===== src/rtl/fetch_buffer_if.sv =====
// Bus bundle for fetch_buffer: instruction-memory read port, scheduler
// consume/redirect controls and the two-wide issue window.
//
// Memory handshake: the buffer raises mem_req with a word-aligned mem_addr and
// holds both stable until the cycle mem_ack=1 (mem_rdata valid in that cycle).
// Only one request is ever outstanding.
interface fetch_buffer_if #(
    parameter int DEPTH = 8
);
    localparam int CNT_W = $clog2(DEPTH + 1);

    logic             mem_req;
    logic [31:0]      mem_addr;
    logic             mem_ack;
    logic [31:0]      mem_rdata;
    logic [1:0]       consume;
    logic             freeze;
    logic             redirect;
    logic [31:0]      redirect_pc;
    logic [31:0]      instr0;
    logic [31:0]      instr1;
    logic             valid0;
    logic             valid1;
    logic [31:0]      pc0;
    logic [CNT_W-1:0] count;
    logic             empty;
    logic [1:0]       dbg_state;

    modport master (
        output mem_req, mem_addr, instr0, instr1, valid0, valid1, pc0, count, empty, dbg_state,
        input  mem_ack, mem_rdata, consume, freeze, redirect, redirect_pc
    );

    modport slave (
        input  mem_req, mem_addr, instr0, instr1, valid0, valid1, pc0, count, empty, dbg_state,
        output mem_ack, mem_rdata, consume, freeze, redirect, redirect_pc
    );
endinterface


===== src/rtl/fetch_buffer.sv =====
// Instruction fetch buffer: circular FIFO of fetched words with a one-request
// fetch FSM, two-wide issue window, and flush-and-restart on redirect.
module fetch_buffer #(
    parameter int          DEPTH    = 8,
    parameter logic [31:0] RESET_PC = 32'h0000_0000
) (
    input  logic           clk,
    input  logic           rst,
    fetch_buffer_if.master bus
);
    localparam int PTR_W = $clog2(DEPTH);
    localparam int CNT_W = $clog2(DEPTH + 1);
    localparam logic [CNT_W-1:0] DEPTH_C = CNT_W'(DEPTH);

    typedef enum logic [1:0] {IDLE = 2'd0, REQ = 2'd1, DROP = 2'd2} state_e;

    state_e           state_q, state_d;
    logic [31:0]      buf_q [DEPTH];
    logic [31:0]      buf_d [DEPTH];
    logic [PTR_W-1:0] head_q, head_d, tail_q, tail_d, head_nx;
    logic [CNT_W-1:0] count_q, count_d;
    logic [31:0]      fetch_pc_q, fetch_pc_d;
    logic [31:0]      pc0_q, pc0_d;
    logic [31:0]      drop_addr_q, drop_addr_d;
    logic [31:0]      addr_sel;
    logic [1:0]       consume_sat;
    logic [1:0]       take;
    logic             ack_write;

    always_comb begin
        consume_sat = (bus.consume == 2'd3) ? 2'd2 : bus.consume;
        take        = 2'd0;
        if (!bus.freeze) begin
            take = (CNT_W'(consume_sat) > count_q) ? count_q[1:0] : consume_sat;
        end
        // Only a live request in REQ may land; DROP responses and acks racing a redirect are discarded.
        ack_write = (state_q == REQ) && bus.mem_ack && !bus.redirect;
    end

    always_comb begin
        state_d     = state_q;
        head_d      = head_q;
        tail_d      = tail_q;
        count_d     = count_q;
        fetch_pc_d  = fetch_pc_q;
        pc0_d       = pc0_q;
        drop_addr_d = drop_addr_q;
        buf_d       = buf_q;

        if (bus.redirect) begin
            count_d     = '0;
            head_d      = tail_q;
            fetch_pc_d  = bus.redirect_pc;
            pc0_d       = bus.redirect_pc;
            // Keep presenting the in-flight address until its response drains.
            drop_addr_d = (state_q == DROP) ? drop_addr_q : fetch_pc_q;
            state_d     = ((state_q != IDLE) && !bus.mem_ack) ? DROP : REQ;
        end else begin
            head_d  = head_q + PTR_W'(take);
            pc0_d   = pc0_q + {28'b0, take, 2'b00};
            count_d = count_q - CNT_W'(take) + CNT_W'(ack_write);
            if (ack_write) begin
                buf_d[tail_q] = bus.mem_rdata;
                tail_d        = tail_q + PTR_W'(1);
                fetch_pc_d    = fetch_pc_q + 32'd4;
            end
            case (state_q)
                IDLE:    if (count_d < DEPTH_C) state_d = REQ;
                REQ:     if (bus.mem_ack) state_d = (count_d < DEPTH_C) ? REQ : IDLE;
                DROP:    if (bus.mem_ack) state_d = REQ;
                default: state_d = IDLE;
            endcase
        end
    end

    always_ff @(posedge clk or posedge rst) begin
        if (rst) begin
            state_q     <= IDLE;
            head_q      <= '0;
            tail_q      <= '0;
            count_q     <= '0;
            fetch_pc_q  <= RESET_PC;
            pc0_q       <= RESET_PC;
            drop_addr_q <= RESET_PC;
            for (int i = 0; i < DEPTH; i++) buf_q[i] <= '0;
        end else begin
            state_q     <= state_d;
            head_q      <= head_d;
            tail_q      <= tail_d;
            count_q     <= count_d;
            fetch_pc_q  <= fetch_pc_d;
            pc0_q       <= pc0_d;
            drop_addr_q <= drop_addr_d;
            buf_q       <= buf_d;
        end
    end

    always_comb begin
        head_nx  = head_q + PTR_W'(1);
        addr_sel = (state_q == DROP) ? drop_addr_q : fetch_pc_q;
    end

    assign bus.mem_req   = (state_q != IDLE);
    assign bus.mem_addr  = {addr_sel[31:2], 2'b00};
    assign bus.valid0    = (count_q >= CNT_W'(1));
    assign bus.valid1    = (count_q >= CNT_W'(2));
    assign bus.instr0    = bus.valid0 ? buf_q[head_q] : 32'd0;
    assign bus.instr1    = bus.valid1 ? buf_q[head_nx] : 32'd0;
    assign bus.pc0       = pc0_q;
    assign bus.count     = count_q;
    assign bus.empty     = (count_q == '0);
    assign bus.dbg_state = state_q;
endmodule


===== src/flat_wrapper.sv =====
// flat-port wrapper written by rule: the top's interface ports become plain ports
module fetch_buffer_flat 
#(
    parameter int          DEPTH    = 8,
    parameter logic [31:0] RESET_PC = 32'h0000_0000
)
  (clk, rst, bus_mem_req, bus_mem_addr, bus_instr0, bus_instr1, bus_valid0, bus_valid1, bus_pc0, bus_count, bus_empty, bus_dbg_state, bus_mem_ack, bus_mem_rdata, bus_consume, bus_freeze, bus_redirect, bus_redirect_pc);
  fetch_buffer_if #(.DEPTH(DEPTH)) bus_i ();
  input  logic clk;
  input  logic rst;
  output wire logic [$bits(bus_i.mem_req)-1:0] bus_mem_req;
  output wire logic [$bits(bus_i.mem_addr)-1:0] bus_mem_addr;
  output wire logic [$bits(bus_i.instr0)-1:0] bus_instr0;
  output wire logic [$bits(bus_i.instr1)-1:0] bus_instr1;
  output wire logic [$bits(bus_i.valid0)-1:0] bus_valid0;
  output wire logic [$bits(bus_i.valid1)-1:0] bus_valid1;
  output wire logic [$bits(bus_i.pc0)-1:0] bus_pc0;
  output wire logic [$bits(bus_i.count)-1:0] bus_count;
  output wire logic [$bits(bus_i.empty)-1:0] bus_empty;
  output wire logic [$bits(bus_i.dbg_state)-1:0] bus_dbg_state;
  input wire logic [$bits(bus_i.mem_ack)-1:0] bus_mem_ack;
  input wire logic [$bits(bus_i.mem_rdata)-1:0] bus_mem_rdata;
  input wire logic [$bits(bus_i.consume)-1:0] bus_consume;
  input wire logic [$bits(bus_i.freeze)-1:0] bus_freeze;
  input wire logic [$bits(bus_i.redirect)-1:0] bus_redirect;
  input wire logic [$bits(bus_i.redirect_pc)-1:0] bus_redirect_pc;
  assign bus_mem_req = bus_i.mem_req;
  assign bus_mem_addr = bus_i.mem_addr;
  assign bus_instr0 = bus_i.instr0;
  assign bus_instr1 = bus_i.instr1;
  assign bus_valid0 = bus_i.valid0;
  assign bus_valid1 = bus_i.valid1;
  assign bus_pc0 = bus_i.pc0;
  assign bus_count = bus_i.count;
  assign bus_empty = bus_i.empty;
  assign bus_dbg_state = bus_i.dbg_state;
  assign bus_i.mem_ack = bus_mem_ack;
  assign bus_i.mem_rdata = bus_mem_rdata;
  assign bus_i.consume = bus_consume;
  assign bus_i.freeze = bus_freeze;
  assign bus_i.redirect = bus_redirect;
  assign bus_i.redirect_pc = bus_redirect_pc;
  fetch_buffer #(.DEPTH(DEPTH), .RESET_PC(RESET_PC)) u_core (.clk(clk), .rst(rst), .bus(bus_i));
endmodule

===== config.mk =====
export PLATFORM = sky130hd
export DESIGN_NAME = fetch_buffer_flat
export DESIGN_NICKNAME = d
export VERILOG_FILES = /design/src/rtl/fetch_buffer_if.sv /design/src/rtl/fetch_buffer.sv /design/src/flat_wrapper.sv
export SDC_FILE = /design/constraint.sdc
export NUM_CORES = 1
export LEC_CHECK = 0
export BUFFER_PORTS_ARGS = -buffer_cell sky130_fd_sc_hd__buf_2
export CAP_MARGIN = 20
export CORE_MARGIN = 1
export CORE_UTILIZATION = 60
export CTS_CLUSTER_SIZE = 14
export DETAILED_ROUTE_END_ITERATION = 12
export PLACE_DENSITY = 0.9
export SLEW_MARGIN = 20
export SYNTH_ARGS = -nofsm -noshare
export SYNTH_HDL_FRONTEND = slang
export SYNTH_SLANG_ARGS = --single-unit

===== constraint.sdc =====
create_clock -name clk -period 14 [get_ports clk]
set_clock_uncertainty 0.2 [all_clocks]
set_input_delay 1.4 -clock clk [delete_from_list [all_inputs] [get_ports clk]]
set_output_delay 1.4 -clock clk [all_outputs]
set_load 0.01 [all_outputs]

After elaboration in Yosys (flattened, before gate mapping) --
Index checks and enable logic that the tools add are counted.
Word-level totals: input bits 71, logic and storage cells 82, register bits 364
Cells by class: equality and inequality tests 6, muxes and demuxes 27, reduce and logical (&&, ||, !) cells 13, bitwise gates (word level) 5, add/sub/neg operators 7, order comparisons 8
Operators by type and width (count):
- 32-bit two-way mux | 11
- 256-bit bitwise mux | 1
- 32-bit binary-select mux with 3-bit select | 2
- 32-bit demux with 3-bit select | 1
- 32-bit by 3-bit adder with 32-bit output (second input constant) | 1
- 32-bit by 4-bit adder with 32-bit output | 1
- 2-bit two-way mux | 8
- 4-bit >= comparator (second input constant) | 3
- 3-bit inverter with 4-bit output | 3
- 3-bit by 1-bit adder with 3-bit output (second input constant) | 2
- 3-bit != test (second input constant) | 2
- 2-bit one-hot mux with 3 select lines | 1
- 4-bit by 1-bit adder with 4-bit output | 1
- 2-bit equality test (second input constant) | 2
- 4-bit by 1-bit >= comparator with 1-bit output (second input constant) | 1
- 4-bit by 2-bit >= comparator with 1-bit output (second input constant) | 1
- 2-bit by 4-bit greater-than comparator with 1-bit output | 1
- 1-bit logical AND | 4
- 4-bit zero test | 1
- 4-bit by 1-bit < comparator with 1-bit output (second input constant) | 1
- 4-bit < comparator (second input constant) | 1
- 4-bit two-way mux | 1
- 2-bit AND reduction | 2
- 2-bit nonzero test | 2
- 10 further kinds | 12

Longest topological paths before layout --
word-level depth 12, mapped depth 15

Worst setup path before layout --
OpenSTA, ideal clock, no wires.
path type input -> register, from input port bus_consume[1], to register u_core.pc0_q[26] (netlist: u_core.bus.pc0[26]), buffers on the path 3, data arrival time 4.219 ns, slack 9.487 ns, data required time 13.706 ns, stages 15, path through clkbuf_1 ha_1 nor2b_1 o211ai_1 mux2i_1 nor2b_1 ha_1 inv_1 fa_1 clkbuf_1 and3b_1 and4_1 clkbuf_1 nand2_1 a211oi_1
Between the ends: longest elaborated chain between the ends 7
Ends and longest elaborated chain:
- start: declaration | line flat_wrapper.sv:23 | input wire logic [$bits(bus_i.consume)-1:0] bus_consume;
- 2-bit equality test | line fetch_buffer.sv:31 | consume_sat = (bus.consume == 2'd3) ? 2'd2 : bus.consume;
- 2-bit two-way mux * | line fetch_buffer.sv:31
- 2-bit by 4-bit greater-than comparator with 1-bit output | line fetch_buffer.sv:34 | take = (CNT_W'(consume_sat) > count_q) ? count_q[1:0] : consume_sat;
- 2-bit two-way mux * | line fetch_buffer.sv:34
- 2-bit two-way mux * | line fetch_buffer.sv:33 | if (!bus.freeze) begin
- 32-bit by 4-bit adder with 32-bit output * | line fetch_buffer.sv:60 | pc0_d = pc0_q + {28'b0, take, 2'b00};
- 32-bit two-way mux * | line fetch_buffer.sv:50 | if (bus.redirect) begin
- via u_core.pc0_d[26] | line fetch_buffer.sv:23 | logic [31:0] pc0_q, pc0_d;
- end signal: assignment | line fetch_buffer.sv:92 | pc0_q <= pc0_d;
- end: declaration | line fetch_buffer.sv:23
Mark *: on every way through the listed nets, which the timed path passes. The rest lies on a longest branch. A chain may end at the register's enable or synchronous reset.

Worst setup path after layout --
from register u_core.head_q[0], to output port bus_instr0[19]
Between the ends: longest elaborated chain between the ends 5
Ends and longest elaborated chain:
- start: declaration | line fetch_buffer.sv:20 | logic [PTR_W-1:0] head_q, head_d, tail_q, tail_d, head_nx;
- start signal: assignment | line fetch_buffer.sv:79 | head_q <= '0;
- start signal: assignment | line fetch_buffer.sv:88 | head_q <= head_d;
- 3-bit inverter with 4-bit output (implied by the code) | line fetch_buffer.sv:107 | assign bus.instr0 = bus.valid0 ? buf_q[head_q] : 32'd0;
- 32-bit binary-select mux with 3-bit select | line fetch_buffer.sv:107
- 32-bit two-way mux (implied by the code) (2 in a row) | line fetch_buffer.sv:107
- 32-bit two-way mux | line fetch_buffer.sv:107
- end: declaration | line flat_wrapper.sv:13 | output wire logic [$bits(bus_i.instr0)-1:0] bus_instr0;
No other way between the ends. The select of a mux whose other input is x is not followed.

==> flow_summary_export.csv <==
group,metric,value,unit
run_status,outcome,"completed",
job,cap_violations,0,
worst_setup_path,cp.buffers_inverters,3,
grt,grt_pass1_vias,15100,
synth,synth_seq_cells,360,
routing,drcViolationCount,0,
synth,yosysUniqueCellTypes,62,
worst_setup_path,worstSetupEndpointType,"output port",
synth,synth-warning-count,0,
clocking,worst_skew_pair.late_latency,540,ps
routing,ant_nets,0,
routing,vias,14500,
grt,grt_use_total,0.320,
floorplanning,die_area,33100,um2
synth,netlist.area_leader.share,0.463,
synth,synth_edf_count,0,
finish,syn2layout_area_growth,14.0,%
sta,worst_pin_slew,1030,ps
routing,avgRoutedWirePerCell,24.5,um
routing,drt_iter0_markers,1220,
worst_setup_path,critPathSlowestCell,"dfrtp_4",
clocking,cts.path.max_buffers,3,
min_path,min_from,"u_core.drop_addr_q[8]",
power,leakagePower,9.86,nW
floorplanning,core,31700,um2
finish,fin_cells,2131,
sta,worst_hold_slack,303,ps
worst_setup_path,crit_top_cell,"buf_4",
clocking,cts_setup_buffers,0,
worst_setup_path,r2r-start,"u_core.bus.count[1]",
synth,ys_async_sr_fraction,1.00,
sta,rsz0062_at_grt,"no",
synth,yosysMostFrequentCell,"dfrtp_1",
clocking,numCtsBuffers,39,
sta,final_max_slew_viol_count,0,
floorplanning,die_y,182,um
sta,slew_headroom,0.311,
sta,period_share,0.399,
finish,fill_cells,2000,
clocking,cts.sinks,360,
routing,drt_wl_total,52.3,mm
worst_setup_path,critPathMaxStageDelay,790,ps
clocking,cts.root.buffer_cell,"clkbuf_16",
place,dpl_cell_area,20800,um2
synth,netlist_instances,1533,
clocking,cts.htree.levels,2,
grt,overflow,0,
synth,synth_common_cells,"360 x dfrtp_1, 293 x mux2_2, 157 x nor2_1",
sta,tns,0,ps
clocking,clkTransAtPathRegs,60,ps
worst_setup_path,critical_path_class,"flip-flop to output port",
floorplanning,start_util,0.613,
synth,synth_flop_cell,"dfrtp_1",
min_path,hold_path.class,"flip-flop to flip-flop",
synth,synth_top_area_cell,"dfrtp_1",
routing,first_pass_iters,5,
sta,fmax,0.179,GHz
worst_setup_path,critPathLaunchType,"flip-flop",
power,switchingPower,1.89,mW
sta,hold_viol_final,0,
synth,synth_area,19400,um2
power,p_comb_frac,0.446,
clocking,cts_resized,0,
power,ir_worst_vdd,0.156,mV
power,power_density,232,nW/um2
worst_setup_path,cp_max_fo,50,
synth,seq_area_frac_synth,0.463,
place,dp_cells,2057,
grt,grt_pass1_wl,82.3,mm
floorplanning,num_rows,65,
power,p_int,3.25,mW
sta,min_period,5590,ps
sta,finalSetupViolCount,0,
place,place_hpwl,31.7,mm
worst_setup_path,worstPathArrival,3990,ps
power,p_seq_frac,0.344,
power,switching_share,0.368,
power,clock_power_share,0.209,
worst_setup_path,crit_start,"u_core.head_q[0]",
worst_setup_path,path_cells,"buf_4, buf_4, mux4_2, mux2i_1, nor2_1, buf_2",
finish,fin_area,22200,um2
place,place.gp.congestion,0.874,
clocking,ctsHoldBuffers,0,
power,p_total,5.14,mW
place,port_buffers,206,
worst_setup_path,crit_family,"buffers and inverters",
finish,layout-drive-gt1-share,0.429,
grt,grt_max_degree,110,
clocking,cts_tree,"yes",
finish,final_nets,1787,
synth,postSynthAreaPerCell,12.7,um2
grt,antenna_found_initial,3,
floorplanning,io_pins,209,
synth,synthTopCellsByArea,"dfrtp_1 46%, mux2_2 17%, mux4_2 15%",
routing,via_per_inst,6.81,
floorplanning,die_w,182,um
worst_setup_path,cp.required,12400,ps
-- kinds of logic after synthesis --
family,share of synthesized area
mux,0.341
simple gates,0.102
flops,0.463
buf+inv,0.0298
compound gates,0.0396
xor+xnor,0.0113
fa+ha+maj,0.0127
other cells,0.000193
-- per-layer routing --
metal | wire [um] | global-route usage | vias to the layer above
met5 | 0 | 0 | -
met4 | 1960 | 0.151 | 0
met3 | 4300 | 0.0656 | 160
met2 | 26300 | 0.534 | 820
met1 | 19700 | 0.401 | 7492
li1 | - | - | 6040
-- path summary, 6_finish.rpt --
kind                                         end  slack [ps]  depth (start not counted)
max                               bus_instr0[19]        8410                          6
min                        u_core.drop_addr_q[8]         300                          2
max reg2reg                   u_core.bus.pc0[28]        9910                         13
min reg2reg                u_core.drop_addr_q[8]         300                          2
max in group asynchronous      u_core.buf_q[204]       10510                          4
min in group asynchronous      u_core.bus.pc0[0]         780                          2
-- power by group through the flow --
stage                     Combinational [mW]  Clock [mW]  Sequential (mW)
after global routing                    2.44        1.13             1.80
after detailed placement                2.26           0             1.75
after floorplan                         1.70           0             1.61
after CTS                               2.29        1.08             1.75
final                                   2.29        1.07             1.77
after global placement                  2.17           0             1.70
-- flip-flops by register name (all words and copies together), names as in the netlist --
| signal | count |
|---|---|
| u_core.bus.pc0 | 32 |
| u_core.tail_q | 3 |
| u_core.head_q | 3 |
| u_core.drop_addr_q | 30 |
| u_core.fetch_pc_q | 30 |
| u_core.buf_q | 256 |
| u_core.bus.dbg_state | 2 |
| u_core.bus.count | 4 |
-- worst min-delay path, cell delays in order, from the launching register on --
cell and delay (ps):
dfrtp_1 340, nor2_1 40, nor2_1 80
-- area by class of cell --
class,count,area (um2),share of cell area
clock inverters,17,231,0.0104
inverters,23,93.8,0.00423
well taps,402,503,0.0227
flip-flops and latches,360,9010,0.407
repair buffers,234,1260,0.0570
multi-input cells,1040,9940,0.449
clock buffers,52,1110,0.0499
diodes,3,7.51,0.000339
-- stage by stage --
step                setup slack, ps   util
global placement               9140  0.655
floorplan                      2410      -
CTS                            8430  0.697
global route                   8240  0.699
finish                         8410  0.699
detailed placement             9020  0.655
-- placed cells by master (no fill, tap or decap), types with 5 or more instances in the layout --
master	instances
mux2_1	8
and4_1	12
nor2_1	156
buf_4	23
nand2_1	102
nor4_1	14
clkbuf_8	6
mux2i_1	36
mux4_2	128
buf_2	206
a31oi_1	17
clkbuf_1	6
nand3_1	16
xnor2_1	13
nor3_1	17
clkbuf_16	40
xor2_1	10
nor2b_1	6
or4_1	15
a21oi_1	41
or3_1	9
o21ai_0	18
ha_1	14
mux2_2	293
bufinv_16	5
a211oi_1	14
o31ai_1	15
and3_1	9
nand4_1	14
nand2b_1	7
clkinv_2	8
dfrtp_1	357
inv_1	21
No activity file was read; power rests on OpenSTA's default activity.
